==> src/rtl/datapath_section1_ctrl_pkg.sv <==
// Shared opcode and FSM state constants for the a0 section sequencer.
// Latency: n/a (constants and helpers only).
// Backpressure: n/a.
package datapath_section1_ctrl_pkg;

  // Command opcodes carried on cmd_op
  localparam logic [1:0] OP_LOAD_IN   = 2'd0;
  localparam logic [1:0] OP_LOAD_REG  = 2'd1;
  localparam logic [1:0] OP_SUB_N     = 2'd2;
  localparam logic [1:0] OP_WRITEBACK = 2'd3;

  // Sequencer state encoding
  localparam logic [1:0] ST_IDLE = 2'd0;
  localparam logic [1:0] ST_EXEC = 2'd1;
  localparam logic [1:0] ST_DONE = 2'd2;

  // Every op except WRITEBACK loads the a0 register while executing
  function automatic logic op_loads_a0(input logic [1:0] op);
    return op != OP_WRITEBACK;
  endfunction

endpackage

==> src/rtl/datapath_section1_ctrl_if.sv <==
// Command handshake and datapath control bundle between control unit and a0 sequencer.
// Latency: n/a (wires only).
// Backpressure: cmd_valid is only honoured while cmd_ready=1; nothing is queued.
interface datapath_section1_ctrl_if #(
  parameter int COUNT_W = 8
);
  logic               cmd_valid;
  logic               cmd_ready;
  logic [1:0]         cmd_op;
  logic [COUNT_W-1:0] cmd_count;
  logic               stop;
  logic               CTRL1;
  logic               CTRL2;
  logic               CTRL6;
  logic               CTRL7;
  logic               busy;
  logic               done;
  logic [COUNT_W-1:0] writes;

  // Issuer of commands (top-level control unit)
  modport master (
    output cmd_valid, cmd_op, cmd_count, stop,
    input  cmd_ready, CTRL1, CTRL2, CTRL6, CTRL7, busy, done, writes
  );

  // The sequencer itself
  modport slave (
    input  cmd_valid, cmd_op, cmd_count, stop,
    output cmd_ready, CTRL1, CTRL2, CTRL6, CTRL7, busy, done, writes
  );
endinterface

==> src/rtl/datapath_section1_ctrl_repeat_counter.sv <==
// Remaining-repeat down-counter plus saturating count of performed subtract writes.
// Latency: load/step take effect at the next rising edge; flags are combinational from state.
// Backpressure: none; the caller decides when to load or step.
module ctrl_repeat_counter #(
  parameter int COUNT_W = 8
) (
  input  logic               clk,
  input  logic               rst_n,
  input  logic               i_load,
  input  logic [COUNT_W-1:0] i_load_val,
  input  logic               i_step,
  output logic               o_last,
  output logic [COUNT_W-1:0] o_writes
);

  localparam logic [COUNT_W-1:0] ONE = {{(COUNT_W-1){1'b0}}, 1'b1};

  logic [COUNT_W-1:0] r_rem;
  logic [COUNT_W-1:0] r_writes;

  // Load clears the write tally; each step burns one repeat and records one write
  always_ff @(posedge clk) begin
    if (!rst_n) begin
      r_rem    <= '0;
      r_writes <= '0;
    end else if (i_load) begin
      r_rem    <= i_load_val;
      r_writes <= '0;
    end else if (i_step) begin
      if (r_rem != '0) begin
        r_rem <= r_rem - ONE;
      end
      if (r_writes != '1) begin
        r_writes <= r_writes + ONE;
      end
    end
  end

  // Stepping now brings the remaining count to zero
  assign o_last   = (r_rem == ONE);
  assign o_writes = r_writes;

endmodule

==> src/rtl/datapath_section1_ctrl.sv <==
// Command sequencer driving CTRL1/2/6/7 of the a0 datapath section, one command at a time.
// Latency: first EXEC cycle one edge after accept; done pulses the cycle after the last EXEC cycle.
// Backpressure: cmd_ready only in IDLE; commands offered while busy/done are dropped, not queued.
module datapath_section1_ctrl
  import datapath_section1_ctrl_pkg::*;
#(
  parameter int COUNT_W = 8
) (
  input logic                     CLK,
  input logic                     RST_N,
  datapath_section1_ctrl_if.slave bus
);

  logic [1:0]         r_state;
  logic [1:0]         r_op;

  logic               w_idle;
  logic               w_exec;
  logic               w_done;
  logic               w_accept;
  logic               w_sub;
  logic               w_last;
  logic [COUNT_W-1:0] w_writes;

  assign w_idle   = (r_state == ST_IDLE);
  assign w_exec   = (r_state == ST_EXEC);
  assign w_done   = (r_state == ST_DONE);
  assign w_accept = w_idle && bus.cmd_valid;
  assign w_sub    = (r_op == OP_SUB_N);

  ctrl_repeat_counter #(
    .COUNT_W (COUNT_W)
  ) u_repeat (
    .clk        (CLK),
    .rst_n      (RST_N),
    .i_load     (w_accept),
    .i_load_val (bus.cmd_count),
    .i_step     (w_exec && w_sub),
    .o_last     (w_last),
    .o_writes   (w_writes)
  );

  // Sequencer: latch op on accept, run EXEC until the op's cycles are spent or stop, then pulse DONE
  always_ff @(posedge CLK) begin
    if (!RST_N) begin
      r_state <= ST_IDLE;
      r_op    <= OP_LOAD_IN;
    end else begin
      case (r_state)
        ST_IDLE: begin
          if (bus.cmd_valid) begin
            r_op <= bus.cmd_op;
            // A zero-length subtract has nothing to execute
            if ((bus.cmd_op == OP_SUB_N) && (bus.cmd_count == '0)) begin
              r_state <= ST_DONE;
            end else begin
              r_state <= ST_EXEC;
            end
          end
        end
        ST_EXEC: begin
          // Single-cycle ops always finish; SUB_N finishes on its last repeat or on stop,
          // and the write in the stopping cycle has already been counted
          if (!w_sub || bus.stop || w_last) begin
            r_state <= ST_DONE;
          end
        end
        ST_DONE: begin
          r_state <= ST_IDLE;
        end
        default: begin
          r_state <= ST_IDLE;
        end
      endcase
    end
  end

  // Moore decode: controls depend only on latched op and state, never on the cmd_* inputs
  assign bus.CTRL1     = w_exec && (r_op == OP_LOAD_REG);
  assign bus.CTRL2     = w_exec && w_sub;
  assign bus.CTRL6     = w_exec && (r_op == OP_WRITEBACK);
  assign bus.CTRL7     = w_exec && op_loads_a0(r_op);
  assign bus.busy      = w_exec;
  assign bus.cmd_ready = w_idle;
  assign bus.done      = w_done;
  // Write count is only meaningful alongside the done pulse
  assign bus.writes    = w_done ? w_writes : '0;

endmodule
==> src/flat_wrapper.sv <==
// flat-port wrapper written by rule: the top's interface ports become plain ports
module datapath_section1_ctrl_flat import datapath_section1_ctrl_pkg::*;
#(
  parameter int COUNT_W = 8
)
  (CLK, RST_N, bus_cmd_valid, bus_cmd_op, bus_cmd_count, bus_stop, bus_cmd_ready, bus_CTRL1, bus_CTRL2, bus_CTRL6, bus_CTRL7, bus_busy, bus_done, bus_writes);
  datapath_section1_ctrl_if #(.COUNT_W(COUNT_W)) bus_i ();
  input logic CLK;
  input logic RST_N;
  input wire logic [$bits(bus_i.cmd_valid)-1:0] bus_cmd_valid;
  input wire logic [$bits(bus_i.cmd_op)-1:0] bus_cmd_op;
  input wire logic [$bits(bus_i.cmd_count)-1:0] bus_cmd_count;
  input wire logic [$bits(bus_i.stop)-1:0] bus_stop;
  output wire logic [$bits(bus_i.cmd_ready)-1:0] bus_cmd_ready;
  output wire logic [$bits(bus_i.CTRL1)-1:0] bus_CTRL1;
  output wire logic [$bits(bus_i.CTRL2)-1:0] bus_CTRL2;
  output wire logic [$bits(bus_i.CTRL6)-1:0] bus_CTRL6;
  output wire logic [$bits(bus_i.CTRL7)-1:0] bus_CTRL7;
  output wire logic [$bits(bus_i.busy)-1:0] bus_busy;
  output wire logic [$bits(bus_i.done)-1:0] bus_done;
  output wire logic [$bits(bus_i.writes)-1:0] bus_writes;
  assign bus_i.cmd_valid = bus_cmd_valid;
  assign bus_i.cmd_op = bus_cmd_op;
  assign bus_i.cmd_count = bus_cmd_count;
  assign bus_i.stop = bus_stop;
  assign bus_cmd_ready = bus_i.cmd_ready;
  assign bus_CTRL1 = bus_i.CTRL1;
  assign bus_CTRL2 = bus_i.CTRL2;
  assign bus_CTRL6 = bus_i.CTRL6;
  assign bus_CTRL7 = bus_i.CTRL7;
  assign bus_busy = bus_i.busy;
  assign bus_done = bus_i.done;
  assign bus_writes = bus_i.writes;
  datapath_section1_ctrl #(.COUNT_W(COUNT_W)) u_core (.CLK(CLK), .RST_N(RST_N), .bus(bus_i));
endmodule
==> config.mk <==
export PLATFORM = sky130hd
export DESIGN_NAME = datapath_section1_ctrl_flat
export DESIGN_NICKNAME = d
export VERILOG_FILES = /design/src/rtl/datapath_section1_ctrl_pkg.sv /design/src/rtl/datapath_section1_ctrl_if.sv /design/src/rtl/datapath_section1_ctrl_repeat_counter.sv /design/src/rtl/datapath_section1_ctrl.sv /design/src/flat_wrapper.sv
export SDC_FILE = /design/constraint.sdc
export NUM_CORES = 1
export LEC_CHECK = 0
export CORE_UTILIZATION = 49
export DETAILED_ROUTE_END_ITERATION = 8
export PLACE_DENSITY = 0.85
export SYNTH_ARGS = -nofsm -noshare
export SYNTH_HDL_FRONTEND = slang
export SYNTH_HIERARCHICAL = 1
export SYNTH_SLANG_ARGS = --single-unit
export TNS_END_PERCENT = 30
==> constraint.sdc <==
create_clock -name CLK -period 2.2 [get_ports CLK]
set_input_delay 0.44 -clock CLK [delete_from_list [all_inputs] [get_ports CLK]]
set_output_delay 0.44 -clock CLK [all_outputs]
set_load 0.05 [all_outputs]
==> flow_summary_export.csv, run 1 <==
group,metric,value,unit
yosys,synth.area.mux_share,0.0241,
critical_path,r2r_end,"u_core/u_repeat/o_writes[7]",
critical_path,critPathCaptureType,"output pin",
timing,min_period,2.12,ns
yosys,synth_area_leaders,"dfxtp_1 (32%), and2_1 (4.0%), ha_1 (4.0%)",
hold_path,worstHoldPathType,"reg -> reg",
yosys,ys_types,48,
yosys,synth-edff-count,0,
clocking,cts-buffers-inserted,3,
power_and_ir_drop,leakage,0.650,nW
yosys,synth_area,0.00124,mm^2
final_layout,n_antenna_cell,0,
timing,slew_headroom,0.594,
yosys,synth_top_family_by_area,"simple AND/OR/NAND/NOR gates",
grt,grt_max_degree,12,
yosys,synth_cells,137,
clocking,clk_pin_slew,0.11,ns
route,drtAntennaViolNets,0,
yosys,synth_compound_area_frac,0.179,
timing,rsz0062_at_grt,"no",
power_and_ir_drop,vdd_drop_max,0.423,mV
die,die_y,52.4,um
critical_path,path_cells,"nor2_1 -> clkdlybuf4s50_1",
yosys,async_flop_share,0,
clocking,cts_sinks,20,
route,post-route-drc-count,0,
timing,maxSlewViolCount,0,
critical_path,r2r-start,"u_core/r_state[0]",
yosys,synthAdderAreaFrac,0.0402,
critical_path,startpoint_type,"flop",
yosys,yosysTopAreaCell,"dfxtp_1",
yosys,synth_xor_area_frac,0.0423,
final_layout,layout-drive-gt1-share,0.219,
yosys,syn_nets,155,
power_and_ir_drop,pwr_density_cell,519,mW/mm^2
critical_path,reg2regPathDepth,7,
route,drtPass1Iterations,4,
critical_path,crit_buf_inv,1,
critical_path,required,1.76,ns
final_layout,nets,188,
timing,fin_tns_setup,0,ns
die,initial_core_util,0.541,
grt,grt.overflow.total,0,
place,io_buffers,28,
run_status,status,"completed",
yosys,yosysTopAreaCellShare,0.322,
yosys,ys_seq_area_frac,0.322,
die,rows,17,
timing,worst_pin_slew,0.603,ns
grt,grt_pass1_wl,5.11,mm
clocking,cts_root_buf,"clkbuf_4",
timing,skew,0.00524,ns
clocking,hold_buffers,0,
clocking,htreeDepth,1,
power_and_ir_drop,power,0.883,mW
critical_path,crit_path_max_fanout,8,
die,die_area,0.00274,mm^2
critical_path,cp.arrival,1.68,ns
final_layout,stdcell_count,197,
hold_path,min_from,"u_core/u_repeat/r_rem[1]",
die,die_x,52.4,um
job,drv_cap,0,
yosys,synth_most_common_cell,"dfxtp_1",
yosys,synth_seq_cells,20,
critical_path,crit_cells,2,
hold_path,hold_depth,2,
clocking,cts_setup_buffers,0,
critical_path,crit_type,"reg -> out",
critical_path,critPathSlowestCell,"clkdlybuf4s50_1",
clocking,cts_buffer_depth,2,
yosys,synth_commonest_cells,"dfxtp_1 (20), nor2_1 (10), a21oi_1 (9)",
timing,setup_violations,0,
grt,antenna_found_initial,0,
route,finalWirelength,3.06,mm
route,drt_iter0_drc,48,
yosys,ys_warn_count,6,
yosys,synth_flop_cell,"dfxtp_1",
hold_path,hold_path_end,"u_core/u_repeat/r_rem[1]",
timing,hold_viol,0,
clocking,cts_tree,"done",
place,hpwl,2.33,mm
route,vias,1196,
timing,fin_crit_sh,0.962,
grt,grt_pass1_vias,1130,
final_layout,final_area,0.00170,mm^2
final_layout,syn2layout_area_growth,36.8,%
yosys,synthSimpleGateAreaFrac,0.360,
critical_path,rrSetupSlack,0.27,ns
grt,grt_use_total,0.255,
route,wire_per_inst,15.5,um
die,core_area,0.00230,mm^2
timing,clock.fmax,473,MHz
place,place_inst,193,
critical_path,slowest_delay,0.82,ns
place,place.gp.congestion,0.847,
critical_path,worst_path_dominant_cell_family,"buffers and inverters",
yosys,syn_avg_cell_area,9.08,um^2
die,io_pins,29,
clocking,insertion_delay,0.31,ns
place,detailed_place.area,0.00167,mm^2
clocking,cts_resized,0,
route,vias_per_cell,6.07,
timing,whs,0.536,ns
## kinds of logic (layout without fill, tap and decap cells)
kind of cell | Yosys count | in the layout
buffers and inverters | 10 | 42
AO/OA/AOI/OAI | 33 | 33
XOR/XNOR | 6 | 6
adder cells (fa/ha/maj) | 4 | 4
multiplexers | 3 | 3
AND/OR/NAND/NOR | 61 | 61
flip-flops | 20 | 20
## area by class of cell
cell class	instances	area, um^2
multi-input combinational	107	807
fill	166	596
sequential	20	400
timing repair buffer	32	400
clock buffer	4	36.3
tap	28	35.0
inverter	6	22.5
## state kept, by name (all words and copies together) (netlist names)
signal / count
u_core/u_repeat/o_writes: 8
u_core/u_repeat/r_rem: 8
u_core/r_op: 2
u_core/r_state: 2
## per-layer routing
metal | vias to the layer above | track usage | wire length [um]
met2 | 49 | 0.454 | 1460
met5 | - | 0 | 0
li1 | 570 | - | -
met1 | 573 | 0.296 | 1370
met4 | 0 | 0.0921 | 44
met3 | 4 | 0.0551 | 178
## worst max path at each step
stage                      startpoint                          end  slack, ns
detailed placement  u_core/r_state[0]  u_core/u_repeat/o_writes[7]       0.28
global placement    u_core/r_state[0]     u_core/u_repeat/r_rem[3]       0.34
floorplan           u_core/r_state[0]                    bus_CTRL1       0.08
finish              u_core/r_state[0]                bus_cmd_ready       0.08
global route        u_core/r_state[0]                bus_cmd_ready      0.002
CTS                 u_core/r_state[0]                bus_cmd_ready       0.06
## report_power, final
group          total [mW]  switching [mW]  internal [mW]
clock               0.222           0.121          0.101
sequential          0.420          0.0348          0.385
combinational       0.241           0.131          0.111
## per-stage QoR
stage                      util  setup slack [ns]
after CTS                 0.741            0.0596
after floorplan               -            0.0753
final                     0.741            0.0844
after global routing      0.741           0.00188
after detailed placement  0.725             0.282
after global placement    0.725             0.339
## tightest hold or removal path, cell delays in order (launching register included)
cell,delay [ns]
dfxtp_1,0.35
nand3_1,0.07
o211ai_1,0.07
## cell usage in the layout, fill, tap and decap left out, types with 4 or more instances in the layout
cell type        count
dfxtp_1             20
clkdlybuf4s50_1     14
buf_12              10
nor2_1              10
a21oi_1              9
buf_4                8
and2_1               8
o21ai_0              8
nand3_1              8
inv_1                6
nand2_1              5
nor3_1               4
xnor2_1              4
ha_1                 4
Power figures use the tool's default switching activity.
==> run 2: changes to the inputs <==
--- a/config.mk
+++ b/config.mk
@@ -5,11 +5,11 @@
 export SDC_FILE = /design/constraint.sdc
 export NUM_CORES = 1
 export LEC_CHECK = 0
-export CORE_UTILIZATION = 49
+export CORE_UTILIZATION = 48
 export DETAILED_ROUTE_END_ITERATION = 8
-export PLACE_DENSITY = 0.85
+export PLACE_DENSITY = 0.76
+export SLEW_MARGIN = 20
 export SYNTH_ARGS = -nofsm -noshare
 export SYNTH_HDL_FRONTEND = slang
-export SYNTH_HIERARCHICAL = 1
 export SYNTH_SLANG_ARGS = --single-unit
 export TNS_END_PERCENT = 30
==> run 2 against run 1 <==
  * Setup slack improved by 0.064 ns
  * Synthesized area fell by 4.5%
  * Core utilization fell by 4.8 points
  * Power barely moved
  * Critical path type unchanged
==> flow_summary_export.csv, run 2 <==
group,metric,value,unit
yosys,yosysTopAreaCell,"dfxtp_1",
timing,setup_violations,0,
clocking,hold_buffers,0,
run_status,status,"completed",
timing,rsz0062_at_grt,"no",
timing,slew_headroom,0.643,
hold_path,min_from,"u_core.u_repeat.r_rem[1]",
yosys,synthAdderAreaFrac,0.0421,
critical_path,cp.arrival,1.61,ns
yosys,syn_nets,158,
grt,grt_pass1_wl,4.63,mm
power_and_ir_drop,vdd_drop_max,0.390,mV
power_and_ir_drop,leakage,0.597,nW
clocking,cts_resized,0,
power_and_ir_drop,pwr_density_cell,560,mW/mm^2
yosys,async_flop_share,0,
timing,skew,0.0164,ns
clocking,cts_setup_buffers,0,
route,vias,1178,
die,core_area,0.00228,mm^2
grt,grt_max_degree,13,
route,finalWirelength,2.84,mm
yosys,synth_seq_cells,20,
clocking,htreeDepth,1,
yosys,synth_cells,140,
clocking,insertion_delay,0.32,ns
yosys,synth_area_leaders,"dfxtp_1 (34%), a21oi_1 (4.2%), and2_1 (4.2%)",
critical_path,required,1.76,ns
route,drt_iter0_drc,15,
die,die_area,0.00268,mm^2
final_layout,seqCellArea,400,um^2
final_layout,utilization,0.693,
timing,min_period,2.05,ns
final_layout,n_antenna_cell,0,
place,io_buffers,28,
yosys,synth_area,0.00119,mm^2
grt,grt.overflow.total,0,
die,rows,17,
grt,grt_use_total,0.234,
critical_path,critPathCaptureType,"output pin",
critical_path,crit_path_max_fanout,7,
timing,fin_tns_setup,0,ns
final_layout,multi_input_area,743,um^2
critical_path,crit_path_start,"u_core.r_state[0]",
final_layout,layout-drive-gt1-share,0.185,
yosys,ys_types,46,
clocking,cts_sinks,20,
yosys,ys_seq_area_frac,0.337,
clocking,cts_root_buf,"clkbuf_4",
place,place.gp.congestion,0.872,
timing,worst_pin_slew,0.531,ns
final_layout,final_common_cell,"dfxtp_1",
yosys,ys_warn_count,0,
hold_path,worstHoldPathType,"reg -> reg",
die,initial_core_util,0.522,
critical_path,rrSetupSlack,0.54,ns
yosys,yosysTopAreaCellShare,0.337,
die,io_pins,29,
yosys,synth_most_common_cell,"dfxtp_1",
die,die_y,51.7,um
yosys,synth_commonest_cells,"dfxtp_1 (20), nand2_1 (13), a21oi_1 (10), nor2_1 (10), and2_1 (8)",
timing,fin_crit_sh,0.932,
route,vias_per_cell,5.86,
final_layout,syn2layout_area_growth,32.9,%
yosys,synth_top_family_by_area,"simple AND/OR/NAND/NOR gates",
route,post-route-drc-count,0,
yosys,synth_flop_cell,"dfxtp_1",
timing,clock.fmax,487,MHz
yosys,synth_compound_area_frac,0.217,
grt,antenna_found_initial,0,
timing,hold_viol,0,
clocking,cts_tree,"done",
yosys,syn_avg_cell_area,8.48,um^2
job,drv_cap,0,
final_layout,nets,192,
yosys,synth-edff-count,0,
grt,grt_pass1_vias,1053,
yosys,synth.area.mux_share,0.00843,
place,hpwl,2.10,mm
route,drtAntennaViolNets,0,
final_layout,fillCellCount,190,
critical_path,r2r-start,"u_core.u_repeat.r_rem[0]",
critical_path,crit_type,"reg -> out",
die,die_x,51.7,um
route,wire_per_inst,14.1,um
critical_path,startpoint_type,"flop",
clocking,cts-buffers-inserted,3,
final_layout,layout_common_cells,"dfxtp_1 (20), buf_4 (16), clkdlybuf4s50_1 (14)",
route,drtPass1Iterations,4,
clocking,clk_pin_slew,0.11,ns
clocking,cts_buffer_depth,2,
yosys,synth_xor_area_frac,0.0295,
yosys,synthSimpleGateAreaFrac,0.325,
timing,maxSlewViolCount,0,
## run 2: cell count changes after synthesis, moves of 3 or more
cell / change
nand2_1: +8
nor2b_1: -3
nand4_1: +3
nand3_1: -4
o21ai_0: -6
o211ai_1: +3
or3_1: +3
## run 2: path summary, 6_finish.rpt
check | cells past startpoint | end
worst max-delay path | 2 | bus_cmd_ready
worst min register to register | 2 | u_core.u_repeat.r_rem[1]
worst max register to register | 5 | u_core.u_repeat.r_rem[5]
worst min-delay path | 2 | u_core.u_repeat.r_rem[1]
## run 2: final cells by class
cell class,instances,area share
clock buffers,3,0.0143
clock inverters,1,0.0190
inverters,7,0.0167
multi-input cells,109,0.471
flip-flops and latches,20,0.254
well taps,28,0.0222
repair buffers,33,0.203
## run 2: kinds of logic after synthesis
family	after synthesis
xor gates and xnor gates	4
muxes	1
buffers and inverters	11
DFF	20
adders and majority gates	4
AOI/OAI and AO/OA	34
and+or+nand+nor	66
## run 2: worst max-delay path, stage by stage (launching register included)
cell and delay [ns]:
dfxtp_1 0.38, nor2_1 0.12, clkdlybuf4s50_1 0.80
## run 2: where the power goes
group | internal [mW] | switching [mW] | total [mW]
Sequential | 0.378 | 0.0189 | 0.397
Clock | 0.185 | 0.128 | 0.312
Combinational | 0.0767 | 0.0975 | 0.174
## run 2: stage by stage
stage | total power [mW] | hold WS (ns) | area (um^2) | setup WS [ns] | std cells
after detailed placement | 0.576 | 0.488 | 1530 | 0.0557 | 197
after global routing | 0.915 | 0.540 | 1580 | 0.0918 | 201
final | 0.883 | 0.503 | 1580 | 0.149 | 201
after CTS | 0.890 | 0.502 | 1580 | 0.124 | 201
after floorplan | 0.508 | 0.461 | 1190 | 0.162 | 140
after global placement | 0.573 | 0.475 | 1530 | 0.127 | 197
## run 2: layer usage
layer / up-vias / GRT usage / routed length, um
li1: 599 / - / -
met1: 544 / 0.312 / 1410
met2: 30 / 0.361 / 1250
met3: 5 / 0.0292 / 116
met4: 0 / 0.131 / 56
met5: - / 0 / 0
==> run 3: changes to the inputs <==
--- a/config.mk
+++ b/config.mk
@@ -5,9 +5,11 @@
 export SDC_FILE = /design/constraint.sdc
 export NUM_CORES = 1
 export LEC_CHECK = 0
-export CORE_UTILIZATION = 48
+export CAP_MARGIN = 25
+export CORE_UTILIZATION = 60
 export DETAILED_ROUTE_END_ITERATION = 8
-export PLACE_DENSITY = 0.76
+export DONT_BUFFER_PORTS = 1
+export PLACE_DENSITY = 0.74
 export SLEW_MARGIN = 20
 export SYNTH_ARGS = -nofsm -noshare
 export SYNTH_HDL_FRONTEND = slang
==> run 3 against run 2 <==
  * Sequential share of layout area is 4.0 points higher
  * Maximum frequency rose by 7.4%
  * Flip-flop and latch count is the same
  * Wire length decreased by 3.7%
  * Power decreased by 14%
  * Clock power shrank 30%
  * Die area decreased by 19%
  * Design area down 13%
  * Non-clock buffer count shrank 16
  * Cell count shrank 9.5%
  * Largest power group unchanged
==> flow_summary_export.csv, run 3 (synthesis results as in run 2) <==
group,metric,value,unit
grt,grt_pass1_wl,4.06,mm
die,die_y,46.5,um
final_layout,utilization,0.766,
critical_path,startpoint_type,"flop",
route,wire_per_inst,15.0,um
route,vias_per_cell,6.22,
place,hpwl,1.98,mm
route,finalWirelength,2.73,mm
clocking,cts_resized,0,
critical_path,crit_path_max_fanout,7,
timing,rsz0062_at_grt,"no",
timing,clock.fmax,524,MHz
timing,skew,0.00370,ns
hold_path,worstHoldPathType,"in -> reg",
critical_path,cp.arrival,1.47,ns
clocking,cts_setup_buffers,0,
clocking,insertion_delay,0.31,ns
critical_path,critPathCaptureType,"output pin",
run_status,status,"completed",
grt,grt_use_total,0.267,
timing,hold_viol,0,
power_and_ir_drop,vdd_drop_max,0.481,mV
die,die_x,46.5,um
grt,grt_max_degree,13,
grt,grt_pass1_vias,967,
route,vias,1132,
final_layout,syn2layout_area_growth,15.0,%
critical_path,crit_type,"reg -> out",
job,drv_cap,0,
timing,slew_headroom,0.606,
timing,setup_violations,0,
die,rows,15,
timing,maxSlewViolCount,0,
power_and_ir_drop,pwr_density_cell,553,mW/mm^2
clocking,htreeDepth,1,
clocking,cts-buffers-inserted,3,
timing,min_period,1.91,ns
timing,fin_ws,0.290,ns
final_layout,stdcell_count,182,
final_layout,nets,176,
final_layout,n_antenna_cell,0,
place,place_inst,178,
timing,fin_tns_setup,0,ns
clocking,cts_tree,"done",
die,die_area,0.00216,mm^2
clocking,clk_pin_slew,0.11,ns
final_layout,final_common_cell,"dfxtp_1",
timing,fin_crit_sh,0.868,
route,drtPass1Iterations,4,
die,core_area,0.00178,mm^2
route,drt_iter0_drc,41,
grt,grt.overflow.total,0,
final_layout,layout_common_cells,"dfxtp_1 (20), buf_4 (17), nand2_1 (13)",
place,place.gp.congestion,0.855,
clocking,cts_sinks,20,
clocking,cts_buffer_depth,2,
critical_path,required,1.76,ns
power_and_ir_drop,power,0.756,mW
route,post-route-drc-count,0,
timing,worst_pin_slew,0.586,ns
final_layout,layout-drive-gt1-share,0.191,
place,dpl_worst_slack,0.500,ns
clocking,cts_root_buf,"clkbuf_4",
die,initial_core_util,0.666,
grt,antenna_found_initial,0,
route,drtAntennaViolNets,0,
power_and_ir_drop,leakage,0.517,nW
die,io_pins,29,
place,io_buffers,0,
clocking,hold_buffers,0,
[run 3: changes by cell type in the layout (fill, tap and decap cells not counted), sizes merged]
cell,delta
bufinv,-1
clkbuf,+1
buf,-2
clkdlybuf4s50,-14
[run 3: layout make-up]
type,count,area [um^2]
Sequential cell,20,400
Inverter,7,26.3
Fill cell,143,418
Multi-Input combinational cell,109,743
Tap cell,25,31.3
Clock buffer,4,36.3
Timing Repair Buffer,17,128
[run 3: per-stage QoR]
step	instance area, um^2	hold WS (ns)
2_1_floorplan	1190	0.461
3_3_place_gp	1330	0.473
3_5_place_dp	1330	0.488
4_1_cts	1370	0.240
5_1_grt	1370	0.227
6_report	1370	0.240
[run 3: where the power goes]
group	total [mW]	switching [mW]	internal, mW
Combinational	0.140	0.0894	0.0505
Clock	0.219	0.118	0.101
Sequential	0.396	0.0188	0.378
[run 3: path summary, 6_finish.rpt]
kind	from	to	slack, ns	depth (start not counted)
hold reg to reg	u_core.r_op[0]	u_core.r_op[0]	0.50	2
hold / removal	RST_N	u_core.r_state[0]	0.24	1
setup reg to reg	u_core.u_repeat.r_rem[0]	u_core.u_repeat.r_rem[5]	0.59	5
setup / recovery	u_core.r_state[0]	bus_CTRL6	0.29	4
[run 3: routing by layer]
| metal | share of wire | GRT usage |
|---|---|---|
| met1 | 0.46 | 0.354 |
| met2 | 0.47 | 0.417 |
| met3 | 0.055 | 0.0549 |
| met4 | 0.012 | 0.112 |
| met5 | 0 | 0 |
[run 3: critical path, stage by stage, from the launching register on]
cell,delay [ns]
dfxtp_1,0.44
or2b_1,0.29
inv_1,0.08
and3_1,0.15
buf_4,0.19
